[src/rtl/pipe_adder_pkg.sv]
// Shared types and default parameters for the pipelined adder.
package pipe_adder_pkg;

    typedef enum logic {
        OP_ADD = 1'b0,
        OP_SUB = 1'b1
    } add_op_e;

    localparam int unsigned DEF_WIDTH   = 16;
    localparam int unsigned DEF_STAGE_W = 4;

endpackage

[src/rtl/pipe_add_stage.sv]
// One STAGE_W-bit registered slice of the pipelined adder: adds a slice with the
// incoming carry and registers sum, carry-out, carry-into-MSB and valid; holds on i_hold.
module pipe_add_stage #(
    parameter int unsigned STAGE_W = 4
) (
    input  logic               clk,
    input  logic               rst_n,
    input  logic               i_hold,
    input  logic               i_valid,
    input  logic [STAGE_W-1:0] i_a,
    input  logic [STAGE_W-1:0] i_b,
    input  logic               i_carry,
    output logic               o_valid,
    output logic [STAGE_W-1:0] o_sum,
    output logic               o_carry,
    output logic               o_carry_msb
);

    logic [STAGE_W:0]   w_full;
    logic               w_cmsb;
    logic               r_valid;
    logic [STAGE_W-1:0] r_sum;
    logic               r_carry;
    logic               r_cmsb;

    always_comb begin
        w_full = {1'b0, i_a} + {1'b0, i_b} + {{STAGE_W{1'b0}}, i_carry};
        // Carry into the slice MSB recovered from the MSB sum bit; valid for STAGE_W = 1.
        w_cmsb = w_full[STAGE_W-1] ^ i_a[STAGE_W-1] ^ i_b[STAGE_W-1];
    end

    always_ff @(posedge clk or negedge rst_n) begin
        if (!rst_n) begin
            r_valid <= 1'b0;
            r_sum   <= '0;
            r_carry <= 1'b0;
            r_cmsb  <= 1'b0;
        end else if (!i_hold) begin
            r_valid <= i_valid;
            r_sum   <= w_full[STAGE_W-1:0];
            r_carry <= w_full[STAGE_W];
            r_cmsb  <= w_cmsb;
        end
    end

    assign o_valid     = r_valid;
    assign o_sum       = r_sum;
    assign o_carry     = r_carry;
    assign o_carry_msb = r_cmsb;

endmodule

[src/rtl/pipe_adder.sv]
// Pipelined ADD/SUB, STAGES = WIDTH/STAGE_W slices, global stall, valid/ready handshake.
// Optional saturation of overflowed results under macro PIPE_ADDER_SAT_EN.
module pipe_adder
    import pipe_adder_pkg::*;
#(
    parameter int unsigned WIDTH   = DEF_WIDTH,
    parameter int unsigned STAGE_W = DEF_STAGE_W
) (
    input  logic             clk,
    input  logic             rst_n,
    input  logic             in_valid,
    output logic             in_ready,
    input  logic [WIDTH-1:0] a,
    input  logic [WIDTH-1:0] b,
    input  logic             cin,
    input  logic             op,
    output logic             out_valid,
    input  logic             out_ready,
    output logic [WIDTH-1:0] sum,
    output logic             cout,
    output logic             ovf
);

    localparam int unsigned STAGES = WIDTH / STAGE_W;

    if (STAGE_W == 0 || WIDTH < 4 || WIDTH > 64 || (WIDTH % STAGE_W) != 0) begin : g_bad_params
        $error("pipe_adder: WIDTH must be 4..64 and an integer multiple of STAGE_W");
    end

    logic               w_stall;
    logic               w_sub;
    logic [WIDTH-1:0]   w_b_eff;
    logic               w_c0;
    logic               w_v   [STAGES];
    logic [STAGE_W-1:0] w_sum [STAGES];
    logic               w_c   [STAGES];
    logic               w_cm  [STAGES];
    logic [WIDTH-1:0]   w_raw;
    logic               w_ovf;

    // Operand and completed-sum bits travelling alongside each stage.
    logic [WIDTH-1:0]   r_a [STAGES];
    logic [WIDTH-1:0]   r_b [STAGES];
    logic [WIDTH-1:0]   r_s [STAGES];

    assign w_stall  = out_valid && !out_ready;
    assign in_ready = !w_stall;
    assign w_sub    = (add_op_e'(op) == OP_SUB);
    assign w_b_eff  = w_sub ? ~b : b;
    assign w_c0     = w_sub ? 1'b1 : cin;

    for (genvar k = 0; k < STAGES; k++) begin : g_stage
        logic               w_vin;
        logic               w_cin;
        logic [STAGE_W-1:0] w_a_sl;
        logic [STAGE_W-1:0] w_b_sl;

        if (k == 0) begin : g_first
            assign w_vin  = in_valid;
            assign w_cin  = w_c0;
            assign w_a_sl = a[STAGE_W-1:0];
            assign w_b_sl = w_b_eff[STAGE_W-1:0];
        end else begin : g_next
            assign w_vin  = w_v[k-1];
            assign w_cin  = w_c[k-1];
            assign w_a_sl = r_a[k-1][k*STAGE_W +: STAGE_W];
            assign w_b_sl = r_b[k-1][k*STAGE_W +: STAGE_W];
        end

        pipe_add_stage #(
            .STAGE_W(STAGE_W)
        ) u_stage (
            .clk        (clk),
            .rst_n      (rst_n),
            .i_hold     (w_stall),
            .i_valid    (w_vin),
            .i_a        (w_a_sl),
            .i_b        (w_b_sl),
            .i_carry    (w_cin),
            .o_valid    (w_v[k]),
            .o_sum      (w_sum[k]),
            .o_carry    (w_c[k]),
            .o_carry_msb(w_cm[k])
        );
    end

    always_ff @(posedge clk or negedge rst_n) begin
        if (!rst_n) begin
            for (int unsigned k = 0; k < STAGES; k++) begin
                r_a[k] <= '0;
                r_b[k] <= '0;
                r_s[k] <= '0;
            end
        end else if (!w_stall) begin
            r_a[0] <= a;
            r_b[0] <= w_b_eff;
            for (int unsigned k = 1; k < STAGES; k++) begin
                r_a[k] <= r_a[k-1];
                r_b[k] <= r_b[k-1];
                r_s[k] <= r_s[k-1];
                r_s[k][(k-1)*STAGE_W +: STAGE_W] <= w_sum[k-1];
            end
        end
    end

    always_comb begin
        w_raw = r_s[STAGES-1];
        w_raw[(STAGES-1)*STAGE_W +: STAGE_W] = w_sum[STAGES-1];
    end

    assign w_ovf     = w_c[STAGES-1] ^ w_cm[STAGES-1];
    assign out_valid = w_v[STAGES-1];
    assign cout      = w_c[STAGES-1];
    assign ovf       = w_ovf;

`ifdef PIPE_ADDER_SAT_EN
    always_comb begin
        sum = w_raw;
        if (w_ovf) begin
            sum = r_a[STAGES-1][WIDTH-1] ? {1'b1, {(WIDTH-1){1'b0}}} : {1'b0, {(WIDTH-1){1'b1}}};
        end
    end
`else
    assign sum = w_raw;
`endif

endmodule

[config.mk]
export PLATFORM = sky130hd
export DESIGN_NAME = pipe_adder
export DESIGN_NICKNAME = d
export VERILOG_FILES = /design/src/rtl/pipe_adder_pkg.sv /design/src/rtl/pipe_add_stage.sv /design/src/rtl/pipe_adder.sv
export SDC_FILE = /design/constraint.sdc
export NUM_CORES = 1
export LEC_CHECK = 0
export BUFFER_PORTS_ARGS = -buffer_cell sky130_fd_sc_hd__buf_4
export CAP_MARGIN = 20
export CORE_MARGIN = 1.5
export CORE_UTILIZATION = 60
export CTS_BUF_LIST = sky130_fd_sc_hd__clkbuf_4 sky130_fd_sc_hd__clkbuf_8
export DETAILED_ROUTE_END_ITERATION = 8
export GPL_TIMING_DRIVEN = 0
export PLACE_DENSITY_LB_ADDON = 0.2
export REMOVE_ABC_BUFFERS = 1
export SYNTH_ARGS = -nofsm -noshare
export SYNTH_HDL_FRONTEND = slang
export SYNTH_SLANG_ARGS = --single-unit
[constraint.sdc]
create_clock -name clk -period 2 [get_ports clk]
set_input_delay 0.4 -clock clk [delete_from_list [all_inputs] [get_ports clk]]
set_output_delay 0.4 -clock clk [all_outputs]
set_load 0.03 [all_outputs]
== Word-level counts from Yosys, hierarchy flattened ==
Index checks and enable logic that the tools add are counted.

* Output and inout port bits: 20
* Register bits: 145
* Word-level logic and storage cells: 39
* Input bits: 38
* Latch bits: 0
* Bits in writable memories: 0
* Bits in read-only memories: 0
* Memories kept: 0

* $lt $le $gt $ge: 0
* Equal/unequal tests: 0
* Div/mod/pow operators: 0
* Add/subtract/negate cells: 8
* $mul: 0
* Reduce and logical (&&, ||, !) cells: 3
* Bitwise operators: 4
* Mux-type cells: 2
* Shifts and indexed selects: 0

{| class="wikitable"
|+ Operators with widths
! kind !! number
|-
| adder 4 x 4 -> 5 bit || 4
|-
| adder 5 x 1 -> 5 bit || 4
|-
| two-way mux 16 bit || 1
|-
| inverter 16 bit || 1
|-
| bitwise XOR 1 bit || 3
|-
| zero test 1 bit || 2
|-
| logical AND 1 bit || 1
|-
| two-way mux 1 bit || 1
|}

== Logic depth before layout (Yosys ltp) ==
Gate-level depths: netlist (run 1).

* Depth after elaboration: 4
* Gate-level depth with buffers: 9
* Depth with buffers taken out: 7

== Cells and area by module ==
A second synthesis (run 1) with hierarchy kept.

* Cells, all modules: 342
* Area total of the unflattened synthesis: 4,976.0 µm²

{| class="wikitable"
|+ Modules (own cells, without submodules)
! module !! sequential area each (µm²) !! cells each !! instances !! area each (µm²)
|-
| pipe_adder || 1,801.7 || 186 || 1 || 3,231.8
|-
| pipe_add_stage at g_stage[0].u_stage ... || 175.2 || 39 || 2 || 436.7
|-
| pipe_add_stage at g_stage[1].u_stage ... || 175.2 || 39 || 2 || 435.4
|}

== Least setup slack after synthesis (run 1) ==
OpenSTA, ideal clock, no wires.

* Kind: input to register
* From: input port op
* To: register g_stage[0].u_stage.r_sum[3]
* Arrival: 2,129 ps
* Stages: 7
* Library setup time: 123 ps
* Required time: 1,877 ps
* Slack: -252 ps
* Path buffers: 2
* Cell sequence: buf_2 -> buf_4 -> or2_2 -> fa_1 -> a21o_1 -> a2111o_1 -> o221a_2

* Cells in the longest elaborated chain, start to end: 3
* Elaborated cells on any way between the ends: 4
* Those cells by class: 2 x add/sub; 2 x mux

{| class="wikitable"
|+ RTL lines
! element !! line !! source
|-
| start: declaration || pipe_adder.sv:16 || <nowiki>input logic op,</nowiki>
|-
| two-way mux 16 bit || pipe_adder.sv:49 || <nowiki>assign w_b_eff = w_sub ? ~b : b;</nowiki>
|-
| adder 4 x 4 -> 5 bit || pipe_add_stage.sv:27 || <nowiki>w_full = {1'b0, i_a} + {1'b0, i_b} + {{STAGE_W{1'b0}}, i_carry};</nowiki>
|-
| adder 5 x 1 -> 5 bit (*) || pipe_add_stage.sv:27 ||
|-
| end signal: assignment || pipe_add_stage.sv:40 || <nowiki>r_sum <= w_full[STAGE_W-1:0];</nowiki>
|-
| end: declaration || pipe_add_stage.sv:22 || <nowiki>logic [STAGE_W-1:0] r_sum;</nowiki>
|}

Every way passes the cells marked *; elsewhere a longest branch is shown, timed or not.
A chain may end at the register's enable or synchronous reset.

== Worst setup path after layout (run 1) ==
* From: register g_stage[3].u_stage.r_valid
* To: output port in_ready

* Cells in the longest elaborated chain, start to end: 2

{| class="wikitable"
|+ RTL lines
! element !! line !! source
|-
| start: declaration || pipe_add_stage.sv:21 || <nowiki>logic r_valid;</nowiki>
|-
| start signal: assignment || pipe_add_stage.sv:39 || <nowiki>r_valid <= i_valid;</nowiki>
|-
| logical AND 1 bit || pipe_adder.sv:46 || <nowiki>assign w_stall = out_valid && !out_ready;</nowiki>
|-
| zero test 1 bit || n/a ||
|-
| end: declaration || pipe_adder.sv:12 || <nowiki>output logic in_ready,</nowiki>
|}

Every way passes these cells.

==> impl_metrics.ini, run 1 <==
[timing]
post-route-period-util_pct = 93.1
tightest_slew_ns = 0.784
finalMaxSlewViolations = 0
finalHoldViolations = 0
final.setup.tns_ns = 0
fin_crit_ns = 1.86
max_freq_mhz = 537
timing.max_slew.rel_slack_pct = 47.5
finClkSkew_ns = 0.0116
rsz0062_at_grt = false
setup_violations = 0

[worst_setup_path]
cp-startpoint = g_stage[3].u_stage.o_valid$_DFFE_PN0N_
crit_path_end_kind = output port
r2r-start = g_stage[0].u_stage.o_carry$_DFFE_PN0N_
cp.required_ns = 1.60
reg2reg_to = g_stage[1].u_stage.o_sum[3]$_DFFE_PN0N_
arrival_ns = 1.46
r2r_slack_ns = 0.22
critPathLaunchType = flop
criticalPathCategory = flop to output port
cp-endpoint = in_ready
worst_r2r_path_depth = 4
crit_fanout = 50

[clock_network]
clock_latency_ns = 0.36
cts_sinks = 97
ctsHoldBuffers = 0
cts_buffer_depth = 2
h-tree-depth = 3
cts_buffers = 9
cts_root_buf = clkbuf_8
cts_tree = yes
clkTransAtPathRegs_ns = 0.10

[floorplanning]
row_count = 31
io_pins = 58
coreArea_um2 = 7180
initial_core_util_pct = 61.5
die_x_um = 88.8
die_y_um = 88.8
dieArea_um2 = 7880

[route]
wl_per_cell_um = 13.7
drc = 0
drt_iter0_drc = 172
vias = 3139
via_per_inst = 5.08
ant_nets = 0
drt_first_pass_iters = 4
wl_um = 8460

[pwr]
total_power_mw = 8.15
leakage_nw = 2.66
ir_drop_v = 0.000667
p_per_area_nw_per_um2 = 1580

[place]
placed_cells = 597
dpl_cell_area_um2 = 4850
io_buffers = 57
dp_hpwl_um = 5080
globalplace.congestion = 0.752

[job]
cap_violations = 0

[synthesis]
ys_top_cells_by_area = dfrtp_1 (55%), nand2_1 (18%), fa_1 (3.6%)
ys_ff_latch = 97
yosysUniqueCellTypes = 27
synthCells = 473
seq_area_frac_synth_pct = 55.0
netlist_area_um2 = 4410
syn_area_per_cell_um2 = 9.33
yosysTopAreaCell = dfrtp_1
yosysWarningCount = 12
synth_top_area_share_pct = 55.0

[grt]
antenna_found_initial = 0
grt_pass1_vias = 3045
grt_pass1_wl_um = 14000
grt_overflow = 0
grt_max_degree = 51
grt_usage_pct = 23.5

[final_layout]
final_cells = 618
area_growth_pct = 16.5
regArea_um2 = 2430
fin_nets = 572
multi_input_area_um2 = 1740
mostFrequentLayoutCell = nand2_1
fill_cells = 591
mostFrequentLayoutCells = nand2_1 (210), dfrtp_1 (97), buf_4 (59), o21ai_0 (25), a21oi_1 (15)
drive_gt1_share_pct = 17.3
final_cell_area_um2 = 5140
diodes = 0

[min_path]
hp-class = primary input to async pin

[status]
status = finished clean
[area by class of cell]
class / instances / area share (%)
Sequential cell: 97 / 47.2
Multi-Input combinational cell: 327 / 33.9
Timing Repair Buffer: 63 / 10.7
Clock buffer: 9 / 2.41
Tap cell: 99 / 2.41
Clock inverter: 7 / 1.85
Inverter: 15 / 1.41
Timing Repair inverter: 1 / 0.170
[critical path, cell delays in order, from the launching register on]
cell	delay [ns]
dfrtp_1	0.41
nor2b_4	0.21
buf_12	0.19
inv_16	0.10
buf_4	0.18
[sequential cells by signal (all words and copies together), names as in the netlist]
name	count
r_s	12
r_b	12
g_stage.w_a_sl	12
g_stage.u_stage.o_sum	16
g_stage.w_b_sl	12
sum	12
r_a	12
g_stage.u_stage.o_carry	4
g_stage.u_stage.o_carry_msb	1
g_stage.u_stage.o_valid	4
[per-layer routing]
metal	GRT usage (%)	up-vias	share of wire [%]
li1	-	1549	-
met1	29.7	1524	44
met2	41.0	54	51
met3	3.26	12	3.3
met4	9.38	0	1.6
met5	0	-	0
[stage by stage]
| stage | setup WS, ns | hold WS [ns] | utilization [%] |
|---|---|---|---|
| 6_report | 0.138 | 0.0515 | 71.7 |
| 3_3_place_gp | -7.04 | 0.444 | 66.4 |
| 4_1_cts | 0.0221 | 0.0741 | 71.2 |
| 3_5_place_dp | -0.663 | 0.446 | 67.6 |
| 2_1_floorplan | -4.24 | 0.104 | - |
| 5_1_grt | 0.0773 | 0.0912 | 71.7 |
[synth_stat cells]
| library cell | instances |
|---|---|
| o31ai_2 | 1 |
| buf_2 | 12 |
| nand2_1 | 210 |
| fa_1 | 8 |
| nor2b_1 | 5 |
| clkbuf_1 | 8 |
| a21o_1 | 3 |
| o21ai_0 | 25 |
| buf_4 | 15 |
| nand2b_1 | 1 |
| inv_1 | 14 |
| or2_2 | 1 |
| xnor2_1 | 11 |
| and3b_2 | 1 |
| a2111o_1 | 3 |
| a21boi_0 | 1 |
| o221a_2 | 3 |
| o31ai_1 | 1 |
| dfrtp_1 | 97 |
| nor2_1 | 14 |
| a21oi_1 | 15 |
| ha_1 | 12 |
| xnor3_1 | 1 |
| nand3_1 | 1 |
| and3_4 | 1 |
| inv_2 | 1 |
| xor2_1 | 8 |
[logic make-up (layout without fill, tap and decap cells)]
group                      after synthesis  after routing  synth area share [%]
buffers and inverters                   50             95                  5.87
xor gates and xnor gates                20             20                  4.28
adders and majority gates               20             20                  7.03
and+or+nand+nor                        234            235                  20.6
DFF                                     97             97                  55.0
AOI/OAI and AO/OA                       52             52                  7.20
[report_power, final]
part	switching, mW	internal, mW
Clock	0.688	0.704
Combinational	1.96	1.46
Sequential	0.497	2.84
Total	3.14	5.00
[worst min path at each step]
stage,to,slack [ns],depth (start not counted)
floorplan,g_stage[0].u_stage.o_carry$_DFFE_PN0N_,0.10,0
global placement,g_stage[2].u_stage.o_valid$_DFFE_PN0N_,0.44,2
detailed placement,g_stage[3].u_stage.o_valid$_DFFE_PN0N_,0.45,1
CTS,sum[6]$_DFFE_PN0N_,0.07,1
global route,sum[6]$_DFFE_PN0N_,0.09,1
finish,sum[6]$_DFFE_PN0N_,0.05,1
[repair_timing]
action	CTS	global route
setup endpoints to repair	85	1
resized for setup	4	0
pin swaps	0	0
buffers inserted	1	1
cloned	3	1
(Power assumes the default switching activity.)
==> run 2, diff against run 1 <==
--- a/config.mk
+++ b/config.mk
@@ -8,7 +8,7 @@
 export BUFFER_PORTS_ARGS = -buffer_cell sky130_fd_sc_hd__buf_4
 export CAP_MARGIN = 20
 export CORE_MARGIN = 1.5
-export CORE_UTILIZATION = 60
+export CORE_UTILIZATION = 35
 export CTS_BUF_LIST = sky130_fd_sc_hd__clkbuf_4 sky130_fd_sc_hd__clkbuf_8
 export DETAILED_ROUTE_END_ITERATION = 8
 export GPL_TIMING_DRIVEN = 0
==> impl_metrics.ini, run 2 (synthesis gave the netlist of run 1 again) <==
[status]
status = finished clean

[floorplanning]
coreArea_um2 = 12200
dieArea_um2 = 13300
io_pins = 58
row_count = 40
die_y_um = 115
initial_core_util_pct = 36.3
die_x_um = 115

[grt]
grt_overflow = 0
met2_usage_pct = 23.5
antenna_found_initial = 0
grt_pass1_vias = 3167
busiest_layer = met2
grt_usage_pct = 13.9
grt_max_degree = 63
met3_usage_pct = 2.42
grt_pass1_wl_um = 14500
grt_util_met1_pct = 16.9

[clock_network]
h-tree-depth = 3
cts_root_buf = clkbuf_8
clkTransAtPathRegs_ns = 0.08
clock_latency_ns = 0.37
cts_sinks = 97
cts_tree = yes
cts_buffers = 9
cts_buffer_depth = 2

[final_layout]
drive_gt1_share_pct = 16.5
mostFrequentLayoutCells = nand2_1 (210), dfrtp_1 (97), buf_4 (58), o21ai_0 (25), a21oi_1 (15)
fin_nets = 570
area_growth_pct = 16.9
mostFrequentLayoutCell = nand2_1
fill_cells = 1224
largest_reg_flops = 16
final_cell_area_um2 = 5160
diodes = 0

[worst_setup_path]
reg2reg_to = g_stage[2].u_stage.o_sum[3]$_DFFE_PN0N_
critical_path_buf_inv_count = 3
cp.required_ns = 1.60
arrival_ns = 1.49
critPathTopFamily = buffers and inverters
cp-endpoint = in_ready
criticalPathCategory = flop to output port
slowest_stage = dfrtp_1
r2r-start = g_stage[1].u_stage.o_carry$_DFFE_PN0N_
cpPeakStageDelay_ns = 0.39
cp_num_cells = 4
crit_fanout = 39
crit_chain = nor2b_4 -> buf_12 -> inv_8 -> buf_4
critPathLaunchType = flop
r2r_slack_ns = 0.27
worst_r2r_path_depth = 4
cp-startpoint = g_stage[3].u_stage.o_valid$_DFFE_PN0N_
crit_path_end_kind = output port

[route]
drt_iter0_drc = 151
via_per_inst = 4.37
wl_um = 7960
drc = 0
vias = 2977
drt_first_pass_iters = 4
ant_nets = 0
wl_per_cell_um = 11.7

[place]
globalplace.congestion = 0.755
dpl_cell_area_um2 = 4990
dp_hpwl_um = 5300
io_buffers = 57

[timing]
post-route-period-util_pct = 94.7
finalHoldViolations = 0
fin_crit_ns = 1.89
rsz0062_at_grt = false
final.setup.tns_ns = 0
max_freq_mhz = 528
finClkSkew_ns = 0.00600
finalMaxSlewViolations = 0
setup_violations = 0
timing.max_slew.rel_slack_pct = 58.4
tightest_slew_ns = 0.623

[min_path]
hp-class = primary input to async pin

[pwr]
ir_drop_v = 0.000521
p_per_area_nw_per_um2 = 1510
leakage_nw = 2.62

[job]
cap_violations = 0
-- run 2: routing by layer --
layer | share of wire, % | vias up
met1 | 46 | 1381
met5 | 0 | -
met3 | 2.8 | 15
li1 | - | 1543
met2 | 48 | 38
met4 | 2.8 | 0
-- run 2: worst min-delay path by stage --
stage          slack, ns                              startpoint  cells after the start                                     end
2_1_floorplan       0.10                                   rst_n                      0  g_stage[0].u_stage.o_carry$_DFFE_PN0N_
5_1_grt             0.08                                   rst_n                      1        g_stage[1].w_b_sl[2]$_DFFE_PN0N_
3_3_place_gp        0.44  g_stage[2].u_stage.o_valid$_DFFE_PN0N_                      2  g_stage[2].u_stage.o_valid$_DFFE_PN0N_
6_report            0.04                                   rst_n                      1                      sum[2]$_DFFE_PN0N_
3_5_place_dp        0.45  g_stage[2].u_stage.o_valid$_DFFE_PN0N_                      1  g_stage[3].u_stage.o_valid$_DFFE_PN0N_
4_1_cts             0.05                                   rst_n                      1                     r_b[63]$_DFFE_PN0N_
-- run 2: timing repair --
item,CTS,global route
endpoints found under the hold margin,0,0
resized for setup,1,1
setup endpoints to repair,3,1
pin swaps,0,0
hold buffers,0,0
buffers inserted,1,0
-- run 2: cell type report --
class	instances	area, um^2	area share (%)
repair buffers	63	566	11.0
well taps	168	210	4.07
clock inverters	1	5.00	0.0970
inverters	15	63.8	1.24
flip-flops and latches	97	2430	47.0
multi-input cells	326	1740	33.6
clock buffers	12	153	2.96
-- run 2: stage by stage --
| step | util, % | worst slack (ns) | std cells | hold WS [ns] | total power [mW] |
|---|---|---|---|---|---|
| final | 42.4 | 0.107 | 682 | 0.0425 | 7.77 |
| after global routing | 42.4 | 0.0161 | 682 | 0.0837 | 8.52 |
| after CTS | 42.4 | 0.00302 | 682 | 0.0476 | 7.91 |
| after detailed placement | 41.0 | -0.218 | 668 | 0.451 | 6.73 |
| after global placement | 39.9 | -7.75 | 663 | 0.442 | 6.39 |
| after floorplan | - | -4.24 | 438 | 0.104 | 5.63 |
-- run 2: power breakdown --
part           internal (mW)  switching, mW
clock                  0.493          0.636
sequential              2.84          0.484
combinational           1.45           1.86
==> run 3, diff against run 2 <==
--- a/config.mk
+++ b/config.mk
@@ -7,7 +7,6 @@
 export LEC_CHECK = 0
 export BUFFER_PORTS_ARGS = -buffer_cell sky130_fd_sc_hd__buf_4
 export CAP_MARGIN = 20
-export CORE_MARGIN = 1.5
 export CORE_UTILIZATION = 35
 export CTS_BUF_LIST = sky130_fd_sc_hd__clkbuf_4 sky130_fd_sc_hd__clkbuf_8
 export DETAILED_ROUTE_END_ITERATION = 8
==> impl_metrics.ini, run 3 (synthesis gave the netlist of run 1 again) <==
[worst_setup_path]
arrival_ns = 1.51
slowest_stage = dfrtp_1
cpPeakStageDelay_ns = 0.36
cp.required_ns = 1.60
cp_num_cells = 5
critical_path_buf_inv_count = 4
cp-endpoint = in_ready
reg2reg_to = g_stage[2].u_stage.o_sum[3]$_DFFE_PN0N_
critPathTopFamily = buffers and inverters
crit_chain = nor2b_4 -> clkbuf_16 -> clkinv_16 -> buf_16 -> buf_4
cp-startpoint = g_stage[3].u_stage.o_valid$_DFFE_PN0N_
criticalPathCategory = flop to output port
crit_fanout = 18
r2r-start = g_stage[1].u_stage.o_carry$_DFFE_PN0N_
critPathLaunchType = flop
crit_path_end_kind = output port
worst_r2r_path_depth = 4
r2r_slack_ns = 0.24

[place]
globalplace.congestion = 0.748
io_buffers = 57
placed_cells = 668
dp_hpwl_um = 5300

[clock_network]
clkTransAtPathRegs_ns = 0.09
h-tree-depth = 3
clock_latency_ns = 0.37
cts_buffer_depth = 2
ctsHoldBuffers = 0
cts_root_buf = clkbuf_8
cts_sinks = 97
cts_buffers = 9
cts_tree = yes

[final_layout]
mostFrequentLayoutCells = nand2_1 (210), dfrtp_1 (97), buf_4 (62), o21ai_0 (25), a21oi_1 (15)
largest_reg_flops = 16
mostFrequentLayoutCell = nand2_1
final_cells = 694
fin_nets = 579
drive_gt1_share_pct = 18.4
area_growth_pct = 21.4
diodes = 0

[route]
wl_per_cell_um = 13.1
drt_iter0_drc = 124
vias = 3122
highest_layer = met4
ant_nets = 0
drt_first_pass_iters = 4
via_per_inst = 4.50
wl_um = 9110
wl_met3_um = 341
routedLengthMet1_um = 4200
drc = 0
wl_met2_um = 4390

[grt]
grt_overflow = 0
grt_usage_pct = 15.4
grt_pass1_wl_um = 15400
grt_max_degree = 54
grt_pass1_vias = 3201
antenna_found_initial = 0

[min_path]
hp-class = primary input to async pin

[job]
cap_violations = 0

[pwr]
p_per_area_nw_per_um2 = 1520
ir_drop_v = 0.000629
leakage_nw = 2.73

[timing]
finClkSkew_ns = 0.00642
setup_violations = 0
rsz0062_at_grt = false
fin_crit_ns = 1.91
max_freq_mhz = 522
post-route-period-util_pct = 95.7
finalHoldViolations = 0
tightest_slew_ns = 0.602
timing.max_slew.rel_slack_pct = 59.9
holdWs_ns = 0.0292
finalMaxSlewViolations = 0

[floorplanning]
die_x_um = 114
dieArea_um2 = 13100
row_count = 40
coreArea_um2 = 12200
initial_core_util_pct = 36.3
io_pins = 58
die_y_um = 114

[status]
status = finished clean
## run 3: changes by cell type in the layout (fill, tap and decap cells not counted), sizes merged
cell	before	now
bufbuf	0	4
clkinv	1	4
buf	63	65
clkinvlp	0	2
nor2b	5	6
## run 3: worst reg2reg max path: stages (launching register included)
cell	delay [ns]
dfrtp_1	0.43
fa_1	0.47
a21o_1	0.21
a2111o_1	0.42
o221a_2	0.13
## run 3: power breakdown
part	switching [mW]	leakage [nW]	total, mW	internal [mW]
clock network	0.684	0.0911	1.20	0.514
logic	1.97	1.48	3.62	1.65
registers	0.489	1.16	3.33	2.84
## run 3: what timing repair did
action	4_1_cts	5_1_grt
setup buffers	3	2
pin swaps	0	0
gates cloned	5	1
endpoints found under the setup margin	57	1
resized for setup	4	2
## run 3: area by class of cell
class / instances / area, um^2
Clock inverter: 5 / 30.0
Clock buffer: 11 / 151
Sequential cell: 97 / 2430
Timing Repair Buffer: 70 / 703
Multi-Input combinational cell: 327 / 1740
Timing Repair inverter: 1 / 11.3
Inverter: 15 / 82.6
Tap cell: 168 / 210
Fill cell: 1213 / 6800
## run 3: worst min-delay path by stage
| stage | startpoint | end | slack (ns) | cells past startpoint |
|---|---|---|---|---|
| 2_1_floorplan | rst_n | g_stage[0].u_stage.o_carry$_DFFE_PN0N_ | 0.10 | 0 |
| 3_3_place_gp | g_stage[2].u_stage.o_valid$_DFFE_PN0N_ | g_stage[2].u_stage.o_valid$_DFFE_PN0N_ | 0.44 | 2 |
| 3_5_place_dp | rst_n | r_s[34]$_DFFE_PN0N_ | 0.45 | 1 |
| 4_1_cts | rst_n | r_s[34]$_DFFE_PN0N_ | 0.04 | 1 |
| 5_1_grt | rst_n | g_stage[0].u_stage.o_sum[2]$_DFFE_PN0N_ | 0.07 | 1 |
| 6_report | rst_n | g_stage[0].u_stage.o_sum[2]$_DFFE_PN0N_ | 0.03 | 1 |
## run 3: stage by stage
step	TNS (ns)	worst slack (ns)	util [%]	total power, mW	area [um^2]
after floorplan	-364.55	-4.24	-	5.63	4210
after CTS	0	0.0160	43.8	8.24	5330
after global placement	-673.00	-7.73	39.9	6.39	4850
after detailed placement	-10.55	-0.501	41.1	6.74	5000
after global routing	0	0.00792	44.1	8.85	5360
final	0	0.0852	44.1	8.15	5360
## run 3: metal layers
layer | vias up | track usage [%]
li1 | 1563 | -
met2 | 51 | 26.4
met4 | 0 | 7.45
met3 | 13 | 2.54
met1 | 1495 | 18.9
met5 | - | 0
